==> src/rtl/mem_access_unit.sv <==
// mem_access_unit: load/store initiator between the execute stage and a
// word-organised data RAM. Byte addresses and RV32I funct3 widths become
// word accesses; sub-word stores use read-modify-write; bad requests error out
// without touching the RAM.
module mem_access_unit #(
  parameter int unsigned ADDR_WIDTH   = 10,
  parameter int unsigned READ_LATENCY = 1
) (
  input  logic                  clk,
  input  logic                  rst,
  input  logic                  req_valid,
  output logic                  req_ready,
  input  logic                  req_write,
  input  logic [2:0]            req_funct3,
  input  logic [31:0]           req_addr,
  input  logic [31:0]           req_wdata,
  output logic                  resp_valid,
  output logic [31:0]           resp_rdata,
  output logic                  resp_error,
  output logic                  mem_write_enable,
  output logic [ADDR_WIDTH-1:0] mem_address,
  output logic [31:0]           mem_data_in,
  input  logic [31:0]           mem_data_out
);

  localparam int unsigned CNT_W  = $clog2(READ_LATENCY + 1);
  localparam int unsigned HI_LSB = ADDR_WIDTH + 2;

  localparam logic [2:0] ST_IDLE    = 3'd0;
  localparam logic [2:0] ST_RD_WAIT = 3'd1;
  localparam logic [2:0] ST_WR      = 3'd2;
  localparam logic [2:0] ST_RMW_WR  = 3'd3;
  localparam logic [2:0] ST_RESP    = 3'd4;

  localparam logic [2:0] F3_B  = 3'b000;
  localparam logic [2:0] F3_H  = 3'b001;
  localparam logic [2:0] F3_W  = 3'b010;
  localparam logic [2:0] F3_BU = 3'b100;
  localparam logic [2:0] F3_HU = 3'b101;

  // Request fields kept for the life of a transaction; only the low halfword
  // of store data is needed after acceptance (word stores write it directly).
  typedef struct packed {
    logic        write;
    logic [2:0]  funct3;
    logic [1:0]  lane;
    logic [15:0] wdata;
  } req_t;

  logic [2:0]            state, state_nxt;
  req_t                  req_q, req_nxt;
  logic [CNT_W-1:0]      lat_cnt, lat_cnt_nxt;
  logic                  resp_valid_nxt;
  logic                  resp_error_nxt;
  logic [31:0]           resp_rdata_nxt;
  logic                  mem_we_nxt;
  logic [ADDR_WIDTH-1:0] mem_address_nxt;
  logic [31:0]           mem_data_in_nxt;

  logic accept_c;
  logic legal_c;
  logic misaligned_c;
  logic out_of_range_c;
  logic req_err_c;

  // Select the addressed lane of a read word and sign/zero-extend it
  function automatic logic [31:0] load_extend(input logic [2:0]  f3,
                                              input logic [1:0]  lane,
                                              input logic [31:0] word);
    logic [7:0]  b;
    logic [15:0] h;
    case (lane)
      2'd0:    b = word[7:0];
      2'd1:    b = word[15:8];
      2'd2:    b = word[23:16];
      default: b = word[31:24];
    endcase
    h = lane[1] ? word[31:16] : word[15:0];
    case (f3)
      F3_B:    load_extend = {{24{b[7]}}, b};
      F3_H:    load_extend = {{16{h[15]}}, h};
      F3_BU:   load_extend = {24'd0, b};
      F3_HU:   load_extend = {16'd0, h};
      default: load_extend = word;
    endcase
  endfunction

  // Replace the addressed byte or halfword of a read word with store data
  function automatic logic [31:0] store_merge(input logic        is_byte,
                                              input logic [1:0]  lane,
                                              input logic [15:0] wdata,
                                              input logic [31:0] word);
    logic [31:0] w;
    w = word;
    if (is_byte) begin
      case (lane)
        2'd0:    w[7:0]   = wdata[7:0];
        2'd1:    w[15:8]  = wdata[7:0];
        2'd2:    w[23:16] = wdata[7:0];
        default: w[31:24] = wdata[7:0];
      endcase
    end else if (lane[1]) begin
      w[31:16] = wdata;
    end else begin
      w[15:0] = wdata;
    end
    return w;
  endfunction

  assign req_ready = (state == ST_IDLE) && !rst;
  assign accept_c  = req_valid && req_ready;

  // Legality, alignment and range decode of the presented request
  always_comb begin
    legal_c = 1'b0;
    case (req_funct3)
      F3_B, F3_H, F3_W: legal_c = 1'b1;
      F3_BU, F3_HU:     legal_c = !req_write;
      default:          legal_c = 1'b0;
    endcase
    misaligned_c = 1'b0;
    case (req_funct3[1:0])
      2'b01:   misaligned_c = req_addr[0];
      2'b10:   misaligned_c = |req_addr[1:0];
      default: misaligned_c = 1'b0;
    endcase
    out_of_range_c = |(req_addr >> HI_LSB);
    req_err_c      = !legal_c || misaligned_c || out_of_range_c;
  end

  // Next state and next values of all registered outputs
  always_comb begin
    state_nxt       = state;
    req_nxt         = req_q;
    lat_cnt_nxt     = lat_cnt;
    resp_valid_nxt  = 1'b0;
    resp_error_nxt  = 1'b0;
    resp_rdata_nxt  = '0;
    mem_we_nxt      = 1'b0;
    mem_address_nxt = mem_address;
    mem_data_in_nxt = mem_data_in;

    case (state)
      ST_IDLE: begin
        if (accept_c) begin
          req_nxt.write  = req_write;
          req_nxt.funct3 = req_funct3;
          req_nxt.lane   = req_addr[1:0];
          req_nxt.wdata  = req_wdata[15:0];
          if (req_err_c) begin
            state_nxt      = ST_RESP;
            resp_valid_nxt = 1'b1;
            resp_error_nxt = 1'b1;
          end else begin
            mem_address_nxt = req_addr[HI_LSB-1:2];
            if (req_write && (req_funct3[1:0] == 2'b10)) begin
              state_nxt       = ST_WR;
              mem_we_nxt      = 1'b1;
              mem_data_in_nxt = req_wdata;
            end else begin
              state_nxt   = ST_RD_WAIT;
              lat_cnt_nxt = CNT_W'(READ_LATENCY - 1);
            end
          end
        end
      end

      ST_RD_WAIT: begin
        if (lat_cnt == '0) begin
          if (req_q.write) begin
            state_nxt       = ST_RMW_WR;
            mem_we_nxt      = 1'b1;
            mem_data_in_nxt = store_merge(req_q.funct3[1:0] == 2'b00, req_q.lane,
                                          req_q.wdata, mem_data_out);
          end else begin
            state_nxt      = ST_RESP;
            resp_valid_nxt = 1'b1;
            resp_rdata_nxt = load_extend(req_q.funct3, req_q.lane, mem_data_out);
          end
        end else begin
          lat_cnt_nxt = lat_cnt - CNT_W'(1);
        end
      end

      ST_WR, ST_RMW_WR: begin
        state_nxt      = ST_RESP;
        resp_valid_nxt = 1'b1;
      end

      ST_RESP: begin
        state_nxt = ST_IDLE;
      end

      default: begin
        state_nxt = ST_IDLE;
      end
    endcase
  end

  // State register
  always_ff @(posedge clk or posedge rst) begin
    if (rst) begin
      state <= ST_IDLE;
    end else begin
      state <= state_nxt;
    end
  end

  // Latched request, latency counter and registered outputs
  always_ff @(posedge clk or posedge rst) begin
    if (rst) begin
      req_q            <= '0;
      lat_cnt          <= '0;
      resp_valid       <= 1'b0;
      resp_error       <= 1'b0;
      resp_rdata       <= '0;
      mem_write_enable <= 1'b0;
      mem_address      <= '0;
      mem_data_in      <= '0;
    end else begin
      req_q            <= req_nxt;
      lat_cnt          <= lat_cnt_nxt;
      resp_valid       <= resp_valid_nxt;
      resp_error       <= resp_error_nxt;
      resp_rdata       <= resp_rdata_nxt;
      mem_write_enable <= mem_we_nxt;
      mem_address      <= mem_address_nxt;
      mem_data_in      <= mem_data_in_nxt;
    end
  end

endmodule

==> config.mk <==
export PLATFORM = sky130hd
export DESIGN_NAME = mem_access_unit
export DESIGN_NICKNAME = d
export VERILOG_FILES = /design/src/rtl/mem_access_unit.sv
export SDC_FILE = /design/constraint.sdc
export NUM_CORES = 1
export LEC_CHECK = 0
export CAP_MARGIN = 20
export CORE_ASPECT_RATIO = 0.5
export CORE_MARGIN = 2
export CORE_UTILIZATION = 41
export CTS_CLUSTER_DIAMETER = 100
export CTS_CLUSTER_SIZE = 8
export DETAILED_ROUTE_END_ITERATION = 6
export GPL_ROUTABILITY_DRIVEN = 0
export PLACE_DENSITY = 0.77
export SLEW_MARGIN = 20
export SYNTH_ARGS = -nofsm -noshare
export SYNTH_HDL_FRONTEND = slang
export SYNTH_SLANG_ARGS = --single-unit
==> constraint.sdc <==
create_clock -name clk -period 3.5 [get_ports clk]
set_input_delay 1.05 -clock clk [delete_from_list [all_inputs] [get_ports clk]]
set_output_delay 1.05 -clock clk [all_outputs]
set_load 0.1 [all_outputs]
==> flow_metrics.tcl <==
set metrics [dict create \
    finalCriticalPeriod_ns 3.10 \
    track_usage_pct 22.5 \
    die_height_um 82.7 \
    syn-cell-area_um2 5080 \
    layout.nets 747 \
    syn_area_per_cell_um2 10.9 \
    post_drt_wl_per_cell_um 18.3 \
    cts_buffers 9 \
    core_area_um2 11900 \
    first_global_vias 4247 \
    vias 4323 \
    ys_seq_area_share_pct 50.2 \
    worstSetupPathType "input pin to register" \
    grt_max_degree 74 \
    crit_required_ns 3.74 \
    post_cts_resized 0 \
    synth_edf_count 0 \
    maxCapViolCount 0 \
    clk_pin_slew_ns 0.07 \
    antenna_found_initial 0 \
    hold_buffers 0 \
    num-fill-cells 1005 \
    worst_slew_pin_slew_ns 0.757 \
    cp-start-kind "input pin" \
    slew_violations 0 \
    synth-async-reset-ratio_pct 100 \
    cts_tree "done" \
    syn-instance-count 464 \
    post-route-drc-count 0 \
    hold_path_class "register to register" \
    rows 28 \
    ant_nets 0 \
    intPower_uw 2080 \
    clock_sinks 102 \
    synth_cell_types 40 \
    crit_buf_inv 3 \
    p_leak_uw 0.00360 \
    fin_crit_sh_pct 88.5 \
    clk_latency_ns 0.36 \
    fp.dieW_um 161 \
    ir_drop_v 0.000218 \
    overflow 0 \
    layoutNonFillerInstCount 811 \
    combPwrFrac_pct 20.4 \
    vias_per_cell 5.33 \
    rsz0062_at_grt "false" \
    cts.path.max_buffers 2 \
    setup_viol_count_final 0 \
    crit_fanout 18 \
    n_antenna_cell 0 \
    areaGrowthSynthToFinish_pct 42.4 \
    crit_family "buffers and inverters" \
    dp_hpwl_mm 11.3 \
    port_buffers 180 \
    synth_warnings 0 \
    status "finished, final reports clean" \
    dieArea_um2 13400 \
    root_buffer "clkbuf_16" \
    crit_slowest_cell "clkdlybuf4s50_1" \
    clock.fmax_ghz 0.323 \
    seq_power_share_pct 43.8 \
    crit_chain "clkdlybuf4s50_1 -> inv_1 -> ha_1 -> nor2b_1 -> o311ai_2 -> nor4_4 -> a32oi_4 -> buf_12 -> mux2_2" \
    power.density_nw_per_um2 409 \
    dp_cells 795 \
    clkPwrFrac_pct 35.8 \
    initial_core_util_pct 42.5 \
    drt_first_pass_iters 5 \
    slowest_delay_ns 0.48 \
    drive_above_1_share_pct 29.1 \
    cp.arrival_ns 3.34 \
    post_cts_buffers 0 \
    switching_share_pct 29.7 \
    final.setup.tns_ns 0 \
    synth-main-ff-cell "dfrtp_1" \
    endpoint_kind "register" \
    p_sw_uw 876 \
    io_pins 181 \
    slew_headroom_pct 49.5 \
    htreeDepth 3 \
    synth-seq-cells 102 \
    routed_wl_mm 14.9 \
    grt_pass1_wl_mm 22.6 \
    drtIter0Drc 388 \
    fin_skew_ns 0.00958 \
    hold_viol 0 \
    syn_nets 570 \
]
worst register-to-register path: cells and delay by family (launching register included):
| kind | cells | cell delay (ns) |
|---|---|---|
| AO/OA/AOI/OAI | 2 | 0.75 |
| AND/OR/NAND/NOR | 1 | 0.27 |
| flip-flops | 1 | 0.75 |
| multiplexers | 2 | 0.55 |
routing by layer:
layer / wire [µm] / track usage [%]
met5: 0 / 0
met1: 6340 / 29.2
met2: 7180 / 37.7
met3: 1040 / 5.64
met4: 306 / 7.68
registers in the layout, indices dropped and copies added (netlist names):
register	count
resp_valid	1
req_q	22
resp_rdata	32
mem_data_in	32
state	3
mem_write_enable	1
mem_address	10
resp_error	1
cells in the mapped netlist (2+ instances only):
master	instances	share of area, %
o2bb2ai_1	10	1.7
nor4_4	2	0.84
buf_2	4	0.39
o22ai_1	14	1.7
mux2_4	28	8.3
nand2_2	2	0.25
o31a_1	2	0.34
nor4_1	5	0.62
ha_1	3	0.74
clkbuf_1	18	1.3
or4b_2	5	0.99
dfrtp_1	102	50
mux2_2	35	7.8
o21ai_1	2	0.20
nor2_1	13	0.96
nor2b_1	5	0.62
mux2i_1	16	3.2
o21ai_0	53	5.2
o21a_1	3	0.44
nand2_1	55	4.1
nor3_1	9	0.89
inv_1	30	2.2
a21oi_1	20	2.0
a221oi_1	8	1.4
buf_6	3	0.66
buf_1	3	0.22
placed cells by master, fill, tap and decap left out, types with 8 or more instances in the layout:
cell / count
inv_1: 29
a21oi_1: 20
nand2_1: 54
dfrtp_1: 102
o2bb2ai_1: 10
o21ai_0: 53
mux2_4: 28
buf_4: 88
nor3_1: 9
a221oi_1: 8
clkbuf_16: 9
mux2i_1: 16
nor2_1: 13
o22ai_1: 14
mux2_2: 35
clkdlybuf4s50_1: 102
power by group through the flow:
stage | Clock [µW] | Sequential (µW) | Combinational (µW)
final | 1060 | 1290 | 603
after detailed placement | 0 | 1310 | 594
after floorplan | 0 | 1280 | 361
after global routing | 1130 | 1300 | 655
after global placement | 0 | 1310 | 586
after CTS | 1070 | 1290 | 597
area by class of cell:
cell class / instances / area [µm²] / area share (%)
Sequential cell: 102 / 2550 / 35.3
Multi-Input combinational cell: 303 / 2280 / 31.5
Timing Repair Buffer: 194 / 1760 / 24.4
Clock buffer: 9 / 225 / 3.11
Tap cell: 165 / 206 / 2.85
Inverter: 31 / 120 / 1.66
Clock inverter: 7 / 85.1 / 1.18
metrics by stage:
step / power (µW) / util, % / worst slack, ns / hold slack, ns / instance area [µm²]
after CTS: 2960 / 60.5 / 0.396 / 0.505 / 7230
after global placement: 1900 / 57.9 / 0.104 / 0.489 / 6920
after floorplan: 1640 / - / 0.0452 / 0.473 / 5080
after detailed placement: 1910 / 57.9 / 0.0163 / 0.490 / 6920
final: 2960 / 60.5 / 0.402 / 0.504 / 7230
after global routing: 3080 / 60.5 / 0.314 / 0.523 / 7230
path summary, 6_finish.rpt:
check / startpoint / to / slack, ns / depth (start not counted)
min in group asynchronous: rst / mem_data_in[25] / 1.24 / 3
hold reg to reg: req_q[13] / req_q[13] / 0.50 / 1
hold / removal: req_q[13] / req_q[13] / 0.50 / 1
setup reg to reg: req_q[18] / mem_data_in[4] / 1.06 / 5
setup / recovery: req_funct3[0] / mem_data_in[23] / 0.40 / 9
max in group asynchronous: rst / resp_rdata[26] / 1.94 / 3
cell families (layout without fill, tap and decap cells):
family | after synthesis | count (layout) | share of synthesized area [%]
adders and majority gates | 3 | 3 | 0.739
and+or+nand+nor | 102 | 102 | 9.98
muxes | 80 | 80 | 19.6
buffers and inverters | 59 | 241 | 4.90
DFF | 102 | 102 | 50.2
AOI/OAI and AO/OA | 118 | 118 | 14.5
Note: power is estimated with default switching activity, not from simulation.
